--- config.mk ---
export PLATFORM = sky130hd
export DESIGN_NAME = dds_cmd_decoder
export DESIGN_NICKNAME = d
export VERILOG_FILES = /design/src/rtl/dds_cmd_pkg.sv /design/src/rtl/dds_cmd_check.sv /design/src/rtl/dds_cmd_decoder.sv
export SDC_FILE = /design/constraint.sdc
export NUM_CORES = 1
export LEC_CHECK = 0
export CAP_MARGIN = 5
export CORE_MARGIN = 2
export CORE_UTILIZATION = 30
export DETAILED_ROUTE_END_ITERATION = 7
export PLACE_DENSITY = 0.48
export SETUP_SLACK_MARGIN = 0.5
export SYNTH_ARGS = -nofsm -noshare
export SYNTH_HDL_FRONTEND = slang
export SYNTH_SLANG_ARGS = --single-unit
--- constraint.sdc ---
create_clock -name sys_clk -period 2.5 [get_ports sys_clk]
set_input_delay 0.5 -clock sys_clk [delete_from_list [all_inputs] [get_ports sys_clk]]
set_output_delay 0.5 -clock sys_clk [all_outputs]
set_load 0.05 [all_outputs]
--- src/rtl/dds_cmd_pkg.sv ---
// Shared definitions for the DDS command decoder: opcodes, status codes, FSM states
// and the DDS configuration record.
package dds_cmd_pkg;

    localparam logic [7:0] OP_SET_FREQ  = 8'h01;
    localparam logic [7:0] OP_SET_PHASE = 8'h02;
    localparam logic [7:0] OP_SET_WAVE  = 8'h03;
    localparam logic [7:0] OP_SET_AMP   = 8'h04;
    localparam logic [7:0] OP_OUT_EN    = 8'h05;
    localparam logic [7:0] OP_SOFT_RST  = 8'h06;

    localparam logic [7:0] RSP_OK   = 8'h00;
    localparam logic [7:0] RSP_CSUM = 8'hE1;
    localparam logic [7:0] RSP_OPC  = 8'hE2;
    localparam logic [7:0] RSP_ARG  = 8'hE3;

    typedef enum logic [2:0] {
        StIdle,
        StCheck,
        StExec,
        StApply,
        StResp
    } state_e;

    typedef struct packed {
        logic [31:0] freq;
        logic [15:0] phase;
        logic [1:0]  wave;
        logic [7:0]  amp;
        logic        en;
    } dds_cfg_t;

    localparam dds_cfg_t CFG_RESET = '{
        freq:  32'h0,
        phase: 16'h0,
        wave:  2'h0,
        amp:   8'hFF,
        en:    1'b0
    };

    // Reset configuration with a block-specific default amplitude.
    function automatic dds_cfg_t cfg_with_amp(input logic [7:0] amp_default);
        dds_cfg_t cfg;
        cfg     = CFG_RESET;
        cfg.amp = amp_default;
        return cfg;
    endfunction

endpackage

--- src/rtl/dds_cmd_check.sv ---
// Combinational validation of a latched command packet: checksum, opcode and
// argument range, reported in that priority order.
module dds_cmd_check
    import dds_cmd_pkg::*;
(
    input  logic [7:0]  op_i,
    input  logic [15:0] arg_hi_i,
    input  logic [15:0] arg_lo_i,
    input  logic [7:0]  csum_i,
    output logic        ok_o,
    output logic [7:0]  resp_code_o
);

    logic [7:0] csum_calc;
    logic       op_known;
    logic       arg_legal;

    always_comb begin
        csum_calc = op_i ^ arg_hi_i[15:8] ^ arg_hi_i[7:0] ^ arg_lo_i[15:8] ^ arg_lo_i[7:0];
        op_known  = 1'b1;
        arg_legal = 1'b1;
        unique case (op_i)
            OP_SET_FREQ, OP_SET_PHASE, OP_SOFT_RST: arg_legal = 1'b1;
            OP_SET_WAVE: arg_legal = (arg_hi_i == 16'h0) && (arg_lo_i[15:2] == 14'h0);
            OP_SET_AMP:  arg_legal = (arg_hi_i == 16'h0) && (arg_lo_i[15:8] == 8'h0);
            OP_OUT_EN:   arg_legal = (arg_hi_i == 16'h0) && (arg_lo_i[15:1] == 15'h0);
            default:     op_known  = 1'b0;
        endcase

        ok_o        = 1'b0;
        resp_code_o = RSP_OK;
        if (csum_calc != csum_i) begin
            resp_code_o = RSP_CSUM;
        end else if (!op_known) begin
            resp_code_o = RSP_OPC;
        end else if (!arg_legal) begin
            resp_code_o = RSP_ARG;
        end else begin
            ok_o = 1'b1;
        end
    end

endmodule

--- src/rtl/dds_cmd_decoder.sv ---
// Decodes UART command packets into a shadow DDS configuration, commits it to the
// live registers on dds_sync (or timeout) and returns a status byte via valid/ready.
module dds_cmd_decoder
    import dds_cmd_pkg::*;
#(
    parameter int unsigned SYNC_TIMEOUT    = 1024,
    parameter bit          APPLY_IMMEDIATE = 1'b0,
    parameter logic [7:0]  AMP_DEFAULT     = 8'hFF
) (
    input  logic        sys_clk,
    input  logic        sys_rst,
    input  logic        recv_done,
    input  logic [7:0]  dataA,
    input  logic [15:0] dataB,
    input  logic [15:0] dataC,
    input  logic [7:0]  dataD,
    input  logic        dds_sync,
    output logic [31:0] freq_word,
    output logic [15:0] phase_off,
    output logic [1:0]  wave_sel,
    output logic [7:0]  amp,
    output logic        out_en,
    output logic        cfg_update,
    output logic        busy,
    output logic        resp_valid,
    output logic [7:0]  resp_code,
    input  logic        resp_ready,
    output logic [7:0]  drop_cnt
);

    localparam int unsigned   CntW     = (SYNC_TIMEOUT > 1) ? $clog2(SYNC_TIMEOUT) : 1;
    localparam logic [CntW-1:0] CntLast = CntW'(SYNC_TIMEOUT - 1);
    localparam dds_cfg_t      CfgRst   = cfg_with_amp(AMP_DEFAULT);

    state_e          state_q, state_d;
    logic [7:0]      op_q, op_d;
    logic [15:0]     arg_hi_q, arg_hi_d;
    logic [15:0]     arg_lo_q, arg_lo_d;
    logic [7:0]      csum_q, csum_d;
    dds_cfg_t        shadow_q, shadow_d;
    dds_cfg_t        live_q, live_d;
    logic            cfg_update_q, cfg_update_d;
    logic [7:0]      resp_code_q, resp_code_d;
    logic [7:0]      drop_q, drop_d;
    logic [CntW-1:0] cnt_q, cnt_d;

    logic            chk_ok;
    logic [7:0]      chk_code;
    logic            commit;

    dds_cmd_check u_check (
        .op_i        (op_q),
        .arg_hi_i    (arg_hi_q),
        .arg_lo_i    (arg_lo_q),
        .csum_i      (csum_q),
        .ok_o        (chk_ok),
        .resp_code_o (chk_code)
    );

    always_comb begin
        state_d      = state_q;
        op_d         = op_q;
        arg_hi_d     = arg_hi_q;
        arg_lo_d     = arg_lo_q;
        csum_d       = csum_q;
        shadow_d     = shadow_q;
        live_d       = live_q;
        cfg_update_d = 1'b0;
        resp_code_d  = resp_code_q;
        drop_d       = drop_q;
        cnt_d        = cnt_q;
        commit       = dds_sync || APPLY_IMMEDIATE || (cnt_q == CntLast);

        if (recv_done && (state_q != StIdle) && (drop_q != 8'hFF)) begin
            drop_d = drop_q + 8'd1;
        end

        unique case (state_q)
            StIdle: begin
                if (recv_done) begin
                    op_d     = dataA;
                    arg_hi_d = dataB;
                    arg_lo_d = dataC;
                    csum_d   = dataD;
                    state_d  = StCheck;
                end
            end
            StCheck: begin
                if (chk_ok) begin
                    state_d = StExec;
                end else begin
                    resp_code_d = chk_code;
                    state_d     = StResp;
                end
            end
            StExec: begin
                unique case (op_q)
                    OP_SET_FREQ:  shadow_d.freq  = {arg_hi_q, arg_lo_q};
                    OP_SET_PHASE: shadow_d.phase = arg_lo_q;
                    OP_SET_WAVE:  shadow_d.wave  = arg_lo_q[1:0];
                    OP_SET_AMP:   shadow_d.amp   = arg_lo_q[7:0];
                    OP_OUT_EN:    shadow_d.en    = arg_lo_q[0];
                    OP_SOFT_RST:  shadow_d       = CfgRst;
                    default:      shadow_d       = shadow_q;
                endcase
                cnt_d   = '0;
                state_d = StApply;
            end
            StApply: begin
                if (commit) begin
                    live_d       = shadow_q;
                    cfg_update_d = 1'b1;
                    resp_code_d  = RSP_OK;
                    state_d      = StResp;
                end else begin
                    cnt_d = cnt_q + 1'b1;
                end
            end
            StResp: begin
                if (resp_ready) begin
                    state_d = StIdle;
                end
            end
            default: state_d = StIdle;
        endcase
    end

    always_ff @(posedge sys_clk) begin
        if (sys_rst) begin
            state_q      <= StIdle;
            op_q         <= 8'h0;
            arg_hi_q     <= 16'h0;
            arg_lo_q     <= 16'h0;
            csum_q       <= 8'h0;
            shadow_q     <= CfgRst;
            live_q       <= CfgRst;
            cfg_update_q <= 1'b0;
            resp_code_q  <= RSP_OK;
            drop_q       <= 8'h0;
            cnt_q        <= '0;
        end else begin
            state_q      <= state_d;
            op_q         <= op_d;
            arg_hi_q     <= arg_hi_d;
            arg_lo_q     <= arg_lo_d;
            csum_q       <= csum_d;
            shadow_q     <= shadow_d;
            live_q       <= live_d;
            cfg_update_q <= cfg_update_d;
            resp_code_q  <= resp_code_d;
            drop_q       <= drop_d;
            cnt_q        <= cnt_d;
        end
    end

    assign freq_word  = live_q.freq;
    assign phase_off  = live_q.phase;
    assign wave_sel   = live_q.wave;
    assign amp        = live_q.amp;
    assign out_en     = live_q.en;
    assign cfg_update = cfg_update_q;
    assign busy       = (state_q != StIdle);
    assign resp_valid = (state_q == StResp);
    assign resp_code  = resp_code_q;
    assign drop_cnt   = drop_q;

endmodule
==> results of run 1 <==
## metrics by stage
| step | hold slack (ns) | setup WS, ns | power [W] | cell area [um^2] | utilization [%] |
|---|---|---|---|---|---|
| detailed placement | 0.444 | 0.169 | 0.00394 | 9410 | 37.3 |
| CTS | 0.372 | 0.333 | 0.00682 | 10800 | 42.7 |
| global route | 0.397 | 0.291 | 0.00704 | 11200 | 44.2 |
| floorplan | 0.431 | 0.550 | 0.00366 | 7740 | - |
| finish | 0.392 | 0.379 | 0.00681 | 11200 | 44.2 |
| global placement | 0.441 | 0.232 | 0.00394 | 9410 | 37.3 |
## logic make-up after synthesis
family	synth area share, %
other	0.0486
multiplexers	0.519
AO/OA/AOI/OAI	14.0
XOR/XNOR	6.30
flip-flops	49.5
adder cells (fa/ha/maj)	0.324
AND/OR/NAND/NOR	24.7
buffers and inverters	4.59
## synth_stat cells, drive strengths merged, types with 9 or more instances
master	n
a21oi	158
buf	21
clkbuf	46
dfxtp	191
inv	9
nand2	281
nand3	59
nor2	37
nor3	15
o21ai	10
o21bai	10
xnor2	20
xor2	15
## final cells by class
cell class,instances,area (um^2)
inverter,9,33.8
fill,2546,14100
multi-input combinational,686,4160
clock buffer,18,429
sequential,191,3870
tap,330,413
antenna,1,2.50
clock inverter,14,169
timing repair buffer,196,2090
## state kept, by name (all words and copies together), names as in the netlist
register,cells
resp_code,3
state_q,3
shadow_q,59
freq_word,32
out_en,1
wave_sel,2
cfg_update,1
drop_cnt,8
op_q,8
phase_off,16
arg_lo_q,16
amp,8
csum_q,8
cnt_q,10
arg_hi_q,16
## worst min path at each step
stage                 start             to  slack, ns
2_1_floorplan   shadow_q[9]    wave_sel[0]       0.43
3_3_place_gp   shadow_q[50]  freq_word[23]       0.44
3_5_place_dp   shadow_q[44]  freq_word[17]       0.44
4_1_cts             sys_rst        op_q[3]       0.37
5_1_grt             sys_rst   shadow_q[57]       0.40
6_report            sys_rst   shadow_q[57]       0.39
## metal layers
layer	GRT usage [%]	vias up	share of wire, %
met5	0	-	0
met4	4.39	0	1.2
met3	5.00	24	6.6
met2	28.4	175	45
met1	25.3	3344	47
li1	-	3480	-
## power by group through the flow
stage | sequential [W] | clock, W | combinational, W
floorplan | 0.00324 | 0 | 0.000420
global placement | 0.00326 | 0 | 0.000682
detailed placement | 0.00326 | 0 | 0.000680
CTS | 0.00320 | 0.00291 | 0.000720
global route | 0.00321 | 0.00302 | 0.000803
finish | 0.00320 | 0.00286 | 0.000744
## what timing repair did
action                     in CTS  in global routing
pin swaps                      82                 42
cloned                         10                  2
hold buffers                    0                  0
gates resized for setup       210                 76
buffers inserted               20                  6
setup endpoints to repair     208                127
==> run_results.csv, run 1 <==
group,metric,value,unit
timing,timing.final.crit_period,2.12,ns
place,dp.cells,1374,
global_route,grt_pass1_vias,6746,
critical_path,r2r_slack,0.38,ns
place,gp_congestion,0.830,
timing,worstMarginPinSlew,0.655,ns
routing,drtIter0Drc,419,
routing,drc,0,
timing,relSlewSlack,56.3,%
clocking,cts_buffers,17,
final_layout,fin_nets,1156,
power_and_ir_drop,p_comb_share,10.9,%
place,port_buffers,127,
timing,fin_skew,0.00956,ns
timing,period_share,84.8,%
final_layout,final_cell_mix,"244 x nand2_1, 164 x dfxtp_1, 143 x a21oi_1",
floorplanning,fp.dieW,164,um
critical_path,cp_slowest_cell,"dfxtp_1",
floorplanning,ios,131,
power_and_ir_drop,power.leakage,4.25,nW
final_layout,final_common_cell,"nand2_1",
critical_path,ff2ff_path_depth,7,
critical_path,crit_path_cell_trace,"xor2_1 > xnor3_1 > nand4_1 > nor3_4 > nand2_1 > or3_1 > a21oi_1",
clocking,clk_path_buf_depth,2,
clocking,clk_latency,0.45,ns
logic_synthesis,netlist_area,7720,um^2
critical_path,crit_fanout,4,
floorplanning,dieArea,27000,um^2
routing,wl_per_cell,17.2,um
final_layout,syn_to_final_growth,44.6,%
power_and_ir_drop,worst_ir_drop_vdd,0.400,mV
floorplanning,rows,58,
critical_path,required,2.87,ns
hold_path,hold_depth,2,
status,status,"completed",
logic_synthesis,synth_top_area_cell,"dfxtp_1",
logic_synthesis,synth_area_per_cell,8.12,um^2
critical_path,startpoint,"op_q[7]",
timing,rsz0062_at_grt,"yes",
logic_synthesis,ys_seq_area_share,49.5,%
logic_synthesis,yosys_register_bits,191,
logic_synthesis,ys.flop_type,"dfxtp_1",
clocking,cts.htree.levels,4,
global_route,grt_pass1_wl,38200,um
power_and_ir_drop,switching_share,27.0,%
critical_path,cpPeakStageDelay,0.46,ns
global_route,antenna_found_initial,2,
logic_synthesis,syn_inst,951,
logic_synthesis,ys_warn_count,0,
timing,clock.fmax,471,MHz
power_and_ir_drop,pwr-share-clk,42.0,%
critical_path,crit_path_end,"state_q[1]",
critical_path,critPathKind,"reg2reg",
global_route,overflow,0,
power_and_ir_drop,seqPwrFrac,47.1,%
clocking,cts.sinks,191,
global_route,grt_util_all_layers,18.3,%
critical_path,end_kind,"flop",
floorplanning,start_util,30.6,%
timing,fin_tns_setup,0,ns
power_and_ir_drop,p_sw,0.00184,W
logic_synthesis,ys_types,51,
hold_path,hold_class,"in2reg",
critical_path,timing.rr.end,"state_q[1]",
timing,finalHoldViolCount,0,
global_route,grt_max_degree,125,
routing,ant_nets,0,
logic_synthesis,ys_top_cells_by_area,"dfxtp_1 50%, nand2_1 14%, a21oi_1 10%, nand3_1 3.8%, xnor3_1 2.3%",
final_layout,stdcell_count,1445,
logic_synthesis,async_reset_ff_share,0,%
critical_path,cp.depth,7,
power_and_ir_drop,p_int,0.00497,W
timing,finalSetupViolCount,0,
routing,drt-vias-per-instance,4.86,
critical_path,crit_family,"simple AND/OR/NAND/NOR gates",
floorplanning,core-area,25300,um^2
final_layout,drive_above_1_share,21.9,%
logic_synthesis,synth_edf_count,0,
logic_synthesis,netlist.area_leader.share,49.5,%
clocking,root_buffer,"clkbuf_16",
routing,wirelength,24900,um
critical_path,cp_data_arrival_time,2.49,ns
power_and_ir_drop,powerDensity,610,nW/um^2
floorplanning,die_h,164,um
critical_path,r2r-start,"op_q[7]",
clocking,cts_tree,"yes",
routing,first_pass_iters,5,
flow_run,max-cap-violations,0,
critical_path,crit_path_start_kind,"flop",
clocking,clkTransAtPathRegs,0.07,ns
critical_path,path_buf_inv,0,
routing,route.vias.total,7023,
place,hpwl,15300,um
timing,slew_violations,0,
Note: power is estimated with default switching activity, not from simulation.
==> run 2: changes to the inputs <==
--- a/config.mk
+++ b/config.mk
@@ -9,7 +9,7 @@
 export CORE_MARGIN = 2
 export CORE_UTILIZATION = 30
 export DETAILED_ROUTE_END_ITERATION = 7
-export PLACE_DENSITY = 0.48
+export PLACE_DENSITY = 0.5
 export SETUP_SLACK_MARGIN = 0.5
 export SYNTH_ARGS = -nofsm -noshare
 export SYNTH_HDL_FRONTEND = slang
==> constraint.sdc (replaced) <==
create_clock -name sys_clk -period 1.9 [get_ports sys_clk]
set_input_delay 0.38 -clock sys_clk [delete_from_list [all_inputs] [get_ports sys_clk]]
set_output_delay 0.38 -clock sys_clk [all_outputs]
set_load 0.05 [all_outputs]
==> run 2 against run 1 <==
The run now ends with negative setup slack left. Sequential share of layout area is 5.2 points lower. Utilization grew 8.2 points. Setup slack got worse by 0.55 ns. Non-clock buffer count grew 70. Sequential power increased by 30%. Flip-flop and latch count stayed put. Via count is 5.0% higher. Worst hold slack got worse by 0.10 ns. Routed wire length up 11%. Largest cell class unchanged. Largest power group unchanged.
==> run_results.csv, run 2 (synthesized netlist as in run 1, its figures left out) <==
group,metric,value,unit
clocking,cts.htree.levels,4,
final_layout,antennaDiodeCount,0,
floorplanning,ios,131,
routing,wirelength,27700,um
global_route,grt_util_all_layers,18.6,%
routing,first_pass_iters,5,
power_and_ir_drop,worst_ir_drop_vdd,0.572,mV
status,failed_checks,"negative setup slack",
clocking,root_buffer,"clkbuf_16",
place,hpwl,16000,um
global_route,grt_pass1_wl,38200,um
global_route,overflow,0,
global_route,grt_max_degree,86,
timing,timing.final.crit_period,2.08,ns
timing,period_share,109,%
critical_path,r2r-start,"op_q[4]",
clocking,cts_tree,"yes",
flow_run,max-cap-violations,0,
critical_path,path_buf_inv,2,
timing,finalHoldViolCount,0,
timing,relSlewSlack,62.9,%
critical_path,cp_data_arrival_time,2.45,ns
status,status,"finished, violations left",
critical_path,required,2.27,ns
routing,drtIter0Drc,384,
hold_path,worstHoldStart,"sys_rst",
global_route,grt_pass1_vias,6865,
routing,route.vias.total,7376,
place,port_buffers,127,
timing,worstMarginPinSlew,0.556,ns
clocking,clkTransAtPathRegs,0.08,ns
power_and_ir_drop,power.leakage,4.99,nW
routing,drt-vias-per-instance,4.87,
floorplanning,die_h,164,um
clocking,clk_latency,0.44,ns
place,gp_congestion,0.816,
final_layout,final_cell_mix,"162 x nand2_1, 144 x dfxtp_1, 116 x buf_4",
final_layout,largest_reg_flops,59,
final_layout,largest_register,"shadow_q",
critical_path,crit_path_start_kind,"flop",
final_layout,drive_above_1_share,50.2,%
critical_path,cp_slowest_cell,"or4_4",
floorplanning,fp.dieW,164,um
clocking,cts_buffers,17,
timing,slew_violations,0,
critical_path,end_kind,"flop",
floorplanning,start_util,30.6,%
final_layout,final_common_cell,"nand2_1",
routing,wl_per_cell,18.3,um
timing,setup_slack,-0.175,ns
clocking,clk_path_buf_depth,2,
place,place_worst_setup_slack,-0.238,ns
hold_path,hold_class,"in2reg",
critical_path,critPathKind,"reg2reg",
timing,fin_hold_ws,0.288,ns
critical_path,crit_path_cell_trace,"or2_4 > or4_4 > nor3_4 > buf_6 > and2_4 > clkbuf_16 > nand3_2 > a21oi_1",
routing,drc,0,
power_and_ir_drop,power.total,0.00905,W
timing,rsz0062_at_grt,"yes",
routing,ant_nets,0,
critical_path,crit_family,"simple AND/OR/NAND/NOR gates",
power_and_ir_drop,powerDensity,684,nW/um^2
critical_path,startpoint,"op_q[4]",
timing,finalSetupViolCount,79,
floorplanning,dieArea,27000,um^2
critical_path,cpPeakStageDelay,0.46,ns
timing,fin_skew,0.0107,ns
timing,clock.fmax,482,MHz
floorplanning,core-area,25300,um^2
final_layout,fin_nets,1226,
floorplanning,rows,58,
final_layout,syn_to_final_growth,71.4,%
global_route,antenna_found_initial,0,
critical_path,crit_fanout,8,
clocking,cts.sinks,191,
run 2: cell count changes in the layout (fill, tap and decap cells not counted), sizes merged:
| cell | previous run | this run |
|---|---|---|
| buf | 69 | 199 |
| dlygate4sd2 | 72 | 0 |
| clkbuf | 21 | 35 |
| clkinv | 2 | 4 |
| inv | 17 | 15 |
| bufinv | 2 | 1 |
| clkdlybuf4s15 | 1 | 0 |
| diode | 1 | 0 |
run 2: per-stage QoR:
stage	util (%)	setup TNS [ns]	instance area, um^2	instances
floorplan	-	-0.0198	7990	953
finish	52.4	-5.82	13200	1514
global placement	39.4	-3.39	9940	1424
detailed placement	39.4	-4.80	9940	1424
CTS	45.2	-3.95	11400	1484
global route	52.4	-15.52	13200	1514
run 2: report_power, final:
group | switching [W] | internal, W | leakage, nW
sequential | 0.0000912 | 0.00407 | 1.57
combinational | 0.000637 | 0.000588 | 3.13
clock | 0.00176 | 0.00190 | 0.284
run 2: worst paths after layout:
path	end	slack, ns	cells after the start
setup / recovery	shadow_q[24]	-0.18	8
hold / removal	freq_word[30]	0.29	2
setup reg to reg	shadow_q[24]	-0.18	8
hold reg to reg	freq_word[16]	0.45	2
run 2: cell type report:
type / instances / area (um^2)
multi-input combinational: 686 / 5210
clock inverter: 13 / 145
fill: 2300 / 12000
timing repair buffer: 266 / 3090
clock buffer: 19 / 443
tap: 330 / 413
inverter: 9 / 33.8
sequential: 191 / 3900
run 2: timing repair:
item	in CTS	in global routing
pin swaps	38	179
setup endpoints to repair	202	199
gates cloned	10	16
buffers inserted	18	14
hold buffers	0	0
resized for setup	183	340
run 2: per-layer routing:
layer,track usage (%),vias up,share of wire [%]
li1,-,3636,-
met1,24.8,3550,45
met2,30.6,170,48
met3,4.17,20,5.4
met4,4.51,0,1.5
met5,0,-,0
